### config.mk
export PLATFORM = sky130hd
export DESIGN_NAME = codec_frame_ctrl
export DESIGN_NICKNAME = d
export VERILOG_FILES = /design/src/rtl/codec_frame_ctrl_pkg.sv /design/src/rtl/codec_frame_ctrl.sv
export SDC_FILE = /design/constraint.sdc
export NUM_CORES = 1
export LEC_CHECK = 0
export ABC_AREA = 0
export CORE_AREA = 2 2 85 87
export CTS_BUF_LIST = sky130_fd_sc_hd__clkbuf_8
export CTS_CLUSTER_DIAMETER = 100
export CTS_CLUSTER_SIZE = 24
export DETAILED_ROUTE_END_ITERATION = 10
export DIE_AREA = 0 0 87 89
export PLACE_DENSITY = 0.7
export SYNTH_ARGS = -nofsm -noshare
export SYNTH_HDL_FRONTEND = slang
export SYNTH_SLANG_ARGS = --single-unit
### constraint.sdc
create_clock -name clk_i -period 4.9 [get_ports clk_i]
set_input_delay 0.49 -clock clk_i [delete_from_list [all_inputs] [get_ports clk_i]]
set_output_delay 0.49 -clock clk_i [all_outputs]
set_load 0.05 [all_outputs]
### src/rtl/codec_frame_ctrl_pkg.sv
// Shared types and constants for the codec frame controller.
package codec_frame_ctrl_pkg;

  localparam int unsigned FRAME_WIDTH = 23;

  typedef enum logic [1:0] {
    IDLE = 2'd0,
    ENC  = 2'd1,
    DEC  = 2'd2,
    DONE = 2'd3
  } state_t;

endpackage

### src/rtl/codec_frame_ctrl.sv
// Frame controller: serialises a frame bit-by-bit into an external coder and
// reassembles the decoder's output, aborting the frame on a decoder error.
module codec_frame_ctrl
  import codec_frame_ctrl_pkg::*;
#(
  parameter int unsigned WIDTH = FRAME_WIDTH
) (
  input  logic                     clk_i,
  input  logic                     rst_i,
  input  logic                     start_i,
  input  logic [WIDTH-1:0]         data_i,
  output logic                     bit_o,
  input  logic                     dec_bit_i,
  input  logic                     dec_err_i,
  output logic                     busy_o,
  output logic                     done_o,
  output logic                     err_o,
  output logic [$clog2(WIDTH)-1:0] err_pos_o,
  output logic [WIDTH-1:0]         data_o
);

  localparam int unsigned IW = $clog2(WIDTH);
  localparam logic [IW-1:0] LAST_IDX = IW'(WIDTH - 1);

  state_t           state_q, state_d;
  logic [IW-1:0]    idx_q, idx_d;
  logic [WIDTH-1:0] frame_q, frame_d;
  logic [WIDTH-1:0] data_q, data_d;
  logic             err_q, err_d;
  logic [IW-1:0]    pos_q, pos_d;
  logic             bit_q, bit_d;
  logic             busy_q, busy_d;
  logic             done_q, done_d;

  // Next-state and next-output logic; outputs are precomputed from the next state
  // so every port comes straight from a flop.
  always_comb begin
    state_d = state_q;
    idx_d   = idx_q;
    frame_d = frame_q;
    data_d  = data_q;
    err_d   = err_q;
    pos_d   = pos_q;

    case (state_q)
      IDLE: begin
        if (start_i) begin
          frame_d = data_i;
          idx_d   = '0;
          data_d  = '0;
          err_d   = 1'b0;
          pos_d   = '0;
          state_d = ENC;
        end
      end
      ENC: state_d = DEC;
      DEC: begin
        data_d[idx_q] = dec_bit_i;
        // A decoder error wins over the last-bit check.
        if (dec_err_i) begin
          err_d   = 1'b1;
          pos_d   = idx_q;
          state_d = DONE;
        end else if (idx_q == LAST_IDX) begin
          state_d = DONE;
        end else begin
          idx_d   = idx_q + IW'(1);
          state_d = ENC;
        end
      end
      DONE:    state_d = IDLE;
      default: state_d = IDLE;
    endcase

    busy_d = (state_d != IDLE);
    done_d = (state_d == DONE);
    bit_d  = ((state_d == ENC) || (state_d == DEC)) ? frame_d[idx_d] : 1'b0;
  end

  always_ff @(posedge clk_i) begin
    if (rst_i) begin
      state_q <= IDLE;
      idx_q   <= '0;
      frame_q <= '0;
      data_q  <= '0;
      err_q   <= 1'b0;
      pos_q   <= '0;
      bit_q   <= 1'b0;
      busy_q  <= 1'b0;
      done_q  <= 1'b0;
    end else begin
      state_q <= state_d;
      idx_q   <= idx_d;
      frame_q <= frame_d;
      data_q  <= data_d;
      err_q   <= err_d;
      pos_q   <= pos_d;
      bit_q   <= bit_d;
      busy_q  <= busy_d;
      done_q  <= done_d;
    end
  end

  assign bit_o     = bit_q;
  assign busy_o    = busy_q;
  assign done_o    = done_q;
  assign err_o     = err_q;
  assign err_pos_o = pos_q;
  assign data_o    = data_q;

endmodule

# Word-level counts from Yosys, hierarchy flattened
# Index checks and enable logic that the tools add are counted.
# totals
out_inout_bits	32
elab_cells	54
regBits	62
input_bits	28
# classes
order_cmp	3
eq_ne	9
n_bitwise	1
n_addsub	1
n_mux	23
reduce_logical	8
# op_table
op	count
$mux 23	3
$pmux 23 s2	1
$mux 5	5
$bwmux 23	1
$pmux 5 s2	2
$lt 5x6->1 const B	2
$eq 2x2->1 const B	4
$pmux 2 s4	1
$mux 2	3
$add 5x1->5 const B	1
$bmux 1 s5	1
$demux 1 s5	1
$eq 5x5->1 const B	1
$ge 5x1->1 const B	1
$eq 2x1->1 const B	2
$mux 1	4
$ne 2x2->1 const B	2
$reduce_bool 2->1	2
$reduce_and 3->1	1
$logic_not 2->1	1
$pmux 1 s2	1
$reduce_and 2->1	1
$reduce_or 2->1	1
$logic_and 1x1->1	1
2 further kinds	2

# Depth between registers and ports, before layout
# Gate-level depths: netlist of the first run.
# logic_depth
word_depth	8
ltp_mapped	12

# Worst setup path before layout of the first run
# No wires, ideal clock.
# synth_timing
path_type	reg2reg
from	register idx_q[0]
to	register bit_q, in the netlist bit_o
n_path_buf	2
period_less_slack_ns	2.638
path_stages_with_launch	11
setup_ns	0.100
arrival_ns	2.539
setup_slack_ns	2.262
t_required_ns	4.800
cell_sequence	dfxtp_1 inv_1 ha_1 buf_6 and4b_1 buf_6 or4_4 nand2_2 a21oi_1 a211o_1 a2111oi_4
# synth_between
elab_chain_cells	8
# synth_lines
element	line	rtl
start, declared	codec_frame_ctrl.sv:26	logic [IW-1:0] idx_q, idx_d;
start signal, assigned	codec_frame_ctrl.sv:93	idx_q <= idx_d;
parallel branches: the longest is 8 deep, another holds $add 5x1->5	--	
end signal, assigned	codec_frame_ctrl.sv:98	bit_q <= bit_d;
end, declared	codec_frame_ctrl.sv:31	logic bit_q, bit_d;
# Several ways; the timed one is not identified. The select of a mux whose other input is x is not followed.
# A chain may end at the register's enable or synchronous reset.

# Worst setup path after layout of the first run
# layout_timing
from	input port start_i
to	register bit_q, in the netlist bit_o
# layout_between
elab_chain_cells	6
# layout_lines
element	line	rtl
start, declared	codec_frame_ctrl.sv:10	input logic start_i,
parallel branches: the longest is 6 deep, another holds $mux 5	--	
# Several ways; the timed one is not identified. The select of a mux whose other input is x is not followed.

==> impl_metrics.ini, run 1 <==
[setup_path]
arrival_ns = 3.22
max_stage_delay_ns = 0.56
cpMaxStageDelayCell = or3b_1
reg2reg_depth = 9
cp-endpoint = bit_o
rrSetupSlack_ns = 1.95
r2r_end = bit_o
required_ns = 5.13
path_class = primary input to flop
crit_start = start_i
crit_chain = clkdlybuf4s50_1 -> or3b_1 -> buf_4 -> o311ai_2 -> nand2_2 -> a311oi_2 -> a21oi_1 -> a211o_1 -> a2111oi_4
timing.rr.start = idx_q[0]
crit_path_start_kind = primary input
end_kind = flop
critPathMaxFanout = 30

[detailed_routing]
firstDrtPassIters = 4
drt_iter0_drc = 128
ant_nets = 0
route.detailed.drc = 0
postRouteWirelength_mm = 6.89
wl_per_cell_um = 14.1
viasPerCell = 5.52
vias = 2703

[cts]
insertion_delay_ns = 0.33
clk_path_buf_depth = 2
root_buffer = clkbuf_8
clkTransAtPathRegs_ns = 0.07
clock_sinks = 62
ctsHoldBuffers = 0
numCtsBuffers = 9
cts_tree = yes
cts_resized = 0
htreeDepth = 3
postCtsSetupBuffers = 0

[synth]
synth.top_cell.area_share = 0.415
yosysSeqAreaShare = 0.415
synth_nets = 397
synth_cell_type_count = 50
ys_seq_elements = 62
synth_area_mm2 = 0.00299
avgSynthCellArea_um2 = 8.23
synth_edf_count = 0
synthCells = 363
ys.flop_type = dfxtp_1
synthArstFlopShare = 0
yosys_warnings = 0
synth_top_cell_by_area = dfxtp_1
yosys-top-cells-area = dfxtp_1, a21oi_1, nand2_1

[power]
p_leak_nw = 1.33
ir_drop_mv = 0.205
powerDensity_mw_per_mm2 = 301

[timing]
fin_crit_sh = 0.609
slew_viol_final = 0
max_slew_margin = 0.592
hold_violations = 0
timing.setup.tns_ns = 0
setup_violations = 0
min_period_ns = 2.98
fin_skew_ns = 0.00637
fmax_mhz = 335
tightest_slew_ns = 0.611
rsz0062_at_grt = no

[floorplanning]
fp.dieH_um = 89
dieArea_mm2 = 0.00774
chipWidth_um = 87
core.rowCount = 30
initial_core_util = 0.445
coreArea_mm2 = 0.00672
ios = 60

[global_routing]
antenna_found_initial = 0
grt_pass1_wl_mm = 11.2
grt_max_degree = 39
overflow = 0
track_usage = 0.182
grt_pass1_vias = 2392

[job]
cap_violations = 0

[placed_design]
routabilityCongestion = 0.767
placed_area_mm2 = 0.00353
dp_cells = 474
hpwl_mm = 4.66
port_buffers = 59

[finish]
drive_above_1_share = 0.0756
seq_area_mm2 = 0.00124
fin_area_mm2 = 0.00373
fillCellCount = 613
n_antenna_cell = 0
syn_to_final_growth_pct = 24.7
multi_input_area_mm2 = 0.00155
nets = 439
final_cells = 490

[outcome]
status = completed

[worst_hold_path]
hold_path_depth = 2
hp-class = flop to flop
worst min-delay path by stage:
stage                      from  slack (ns)          end
floorplan            frame_q[3]        0.43   frame_q[3]
global placement    frame_q[18]        0.45  frame_q[18]
detailed placement  frame_q[10]        0.45  frame_q[10]
CTS                 frame_q[10]        0.46  frame_q[10]
global route        frame_q[11]        0.48  frame_q[11]
finish              frame_q[10]        0.46  frame_q[10]
cells in the mapped netlist, drive strengths merged, types with 2 or more instances:
cell,n
o21ai,14
nor3b,2
a211o,2
nand4b,2
nor2,26
a21boi,11
a211oi,2
and3,4
nand2b,3
nand4,15
a21oi,49
nand2,66
o211ai,14
nor2b,4
or4,2
a32oi,2
a22oi,5
dfxtp,62
clkbuf,25
buf,7
nor3,2
a221oi,2
mux2i,6
o22ai,2
inv,5
and2,5
nand3,4
ha,6
layer usage:
layer  up-vias  share of wire  track usage
met5         -              0            0
met1      1239           0.47        0.234
li1       1368              -            -
met2        87           0.46        0.298
met4         0          0.011       0.0682
met3         9          0.055       0.0397
per-stage QoR:
step	setup WS (ns)	utilization	hold slack, ns	power (mW)
finish	1.92	0.555	0.456	1.12
global placement	1.68	0.525	0.446	0.682
CTS	1.95	0.555	0.456	1.13
floorplan	2.26	-	0.431	0.641
global route	1.74	0.555	0.478	1.16
detailed placement	1.60	0.525	0.447	0.684
cells by family after synthesis:
group / count (synthesis) / synth area share
and+or+nand+nor: 142 / 0.230
AOI/OAI and AO/OA: 108 / 0.238
DFF: 62 / 0.415
buffers and inverters: 37 / 0.0653
muxes: 7 / 0.0239
adders and majority gates: 6 / 0.0251
xor gates and xnor gates: 1 / 0.00293
final cells by class:
cell class | count | area share
multi-input combinational | 264 | 0.416
sequential | 62 | 0.333
timing repair buffer | 63 | 0.165
clock buffer | 11 | 0.0406
tap | 80 | 0.0268
clock inverter | 5 | 0.0131
inverter | 5 | 0.00503
placed cells by master, fill, tap and decap left out, types with 5 or more instances in the layout:
master / synthesis / final
a21boi_0: 11 / 11
a21oi_1: 49 / 49
a22oi_1: 5 / 5
and2_1: 5 / 5
clkbuf_8: 1 / 11
clkdlybuf4s50_1: 0 / 58
dfxtp_1: 62 / 62
ha_1: 6 / 6
inv_1: 4 / 5
mux2i_1: 6 / 6
nand2_1: 65 / 65
nand4_1: 15 / 15
nor2_1: 25 / 25
o211ai_1: 14 / 14
o21ai_0: 12 / 12
flip-flops by register name, indices dropped and copies added (netlist names):
name / count
data_o: 23
frame_q: 23
err_pos_o: 5
idx_q: 5
state_q: 2
bit_o: 1
busy_o: 1
done_o: 1
err_o: 1
where the power goes:
group | internal, mW | switching, mW | leakage [nW]
clock | 0.258 | 0.190 | 0.110
sequential | 0.522 | 0.0120 | 0.504
combinational | 0.0587 | 0.0810 | 0.718
total | 0.839 | 0.283 | 1.33
worst max-delay path: cells and delay by family:
kind,cells,cell delay (ns)
AOI/OAI and AO/OA,5,1.11
buffers and inverters,2,0.81
and+or+nand+nor,2,0.80
No activity file was read; power rests on OpenSTA's default activity.
==> inputs of run 2 (changes only) <==
Settings changed: PLACE_DENSITY 0.7 to 0.73.
Clock period 4.9 ns to 2.65 ns, I/O delays scaled along.
==> impl_metrics.ini, run 2 (synthesized netlist as in run 1, its figures left out) <==
[outcome]
status = completed

[floorplanning]
dieArea_mm2 = 0.00774
initial_core_util = 0.445
coreArea_mm2 = 0.00672
core.rowCount = 30
fp.dieH_um = 89
chipWidth_um = 87
ios = 60

[placed_design]
port_buffers = 59
hpwl_mm = 5.12
placed_area_mm2 = 0.00368
routabilityCongestion = 0.895

[power]
powerDensity_mw_per_mm2 = 557
power_switching_mw = 0.529
clkPwrFrac = 0.415
combPwrFrac = 0.131
p_leak_nw = 1.44
power_mw = 2.17
seq_power_share = 0.454
power.internal_mw = 1.64
swShare = 0.244
ir_drop_mv = 0.376

[setup_path]
crit_start = idx_q[0]
timing.rr.start = idx_q[0]
arrival_ns = 2.66
path_buf_inv = 2
crit_family = simple AND/OR/NAND/NOR gates
end_kind = flop
path_class = flop to flop
crit_path_start_kind = flop
cpMaxStageDelayCell = or4_4
max_stage_delay_ns = 0.51
critPathMaxFanout = 7
crit_chain = inv_1 -> ha_1 -> and4b_1 -> or4_4 -> nand2_2 -> buf_4 -> mux2i_1 -> a211oi_2 -> o211ai_1 -> a2111oi_4
required_ns = 2.87

[detailed_routing]
drt_iter0_drc = 97
ant_nets = 0
vias = 2787
postRouteWirelength_mm = 7.22
wl_per_cell_um = 14.2
firstDrtPassIters = 4
viasPerCell = 5.49
route.detailed.drc = 0

[cts]
htreeDepth = 3
cts_resized = 0
clk_path_buf_depth = 2
numCtsBuffers = 9
clock_sinks = 62
insertion_delay_ns = 0.33
root_buffer = clkbuf_8
cts_tree = yes
postCtsSetupBuffers = 0
clkTransAtPathRegs_ns = 0.07
ctsHoldBuffers = 0

[timing]
timing.setup.tns_ns = 0
fin_crit_sh = 0.921
hold_violations = 0
fin_skew_ns = 0.00718
slew_viol_final = 0
fmax_mhz = 410
setup_violations = 0
max_slew_margin = 0.589
min_period_ns = 2.44
rsz0062_at_grt = no
tightest_slew_ns = 0.615

[finish]
syn_to_final_growth_pct = 30.2
fin_util = 0.579
n_antenna_cell = 0
nets = 457
drive_above_1_share = 0.112
final_cell_mix = nand2_1, dfxtp_1, clkdlybuf4s50_1, a21oi_1, nor2_1
final_common_cell = nand2_1
fin_area_mm2 = 0.00389
fillCellCount = 611

[global_routing]
grt_pass1_wl_mm = 11.7
grt_pass1_vias = 2634
overflow = 0
track_usage = 0.190
grt_max_degree = 34
antenna_found_initial = 0

[worst_hold_path]
worstHoldStart = rst_i
hp-class = primary input to flop

[job]
cap_violations = 0
run 2: worst paths after layout:
path	end	slack (ns)	cells after the start
setup / recovery	bit_o	0.21	10
hold / removal	frame_q[21]	0.41	2
setup reg to reg	bit_o	0.21	10
hold reg to reg	frame_q[8]	0.46	2
run 2: power by group through the flow:
stage                     sequential (mW)  combinational (mW)  clock (mW)
final                               0.983               0.284       0.898
after global routing                0.987               0.310       0.952
after CTS                           0.984               0.283       0.912
after detailed placement             1.00               0.282           0
after global placement               1.00               0.278           0
after floorplan                      1.01               0.172           0
run 2: layer usage:
layer / share of wire / global-route usage
met3: 0.044 / 0.0388
met4: 0.029 / 0.105
met1: 0.48 / 0.243
met5: 0 / 0
met2: 0.45 / 0.300
run 2: stage by stage:
step	hold slack [ns]	setup slack [ns]	std cells
6_report	0.411	0.210	508
5_1_grt	0.444	0.0976	508
4_1_cts	0.402	0.220	508
3_5_place_dp	0.447	0.116	492
3_3_place_gp	0.447	0.170	492
2_1_floorplan	0.401	0.0119	363
run 2: final cells by class:
type	instances	area (um^2)	share of cell area
clock buffer	10	138	0.0354
clock inverter	6	77.6	0.0199
inverter	5	18.8	0.00482
multi-input combinational	264	1550	0.399
sequential	62	1240	0.319
tap	80	100	0.0257
timing repair buffer	81	763	0.196
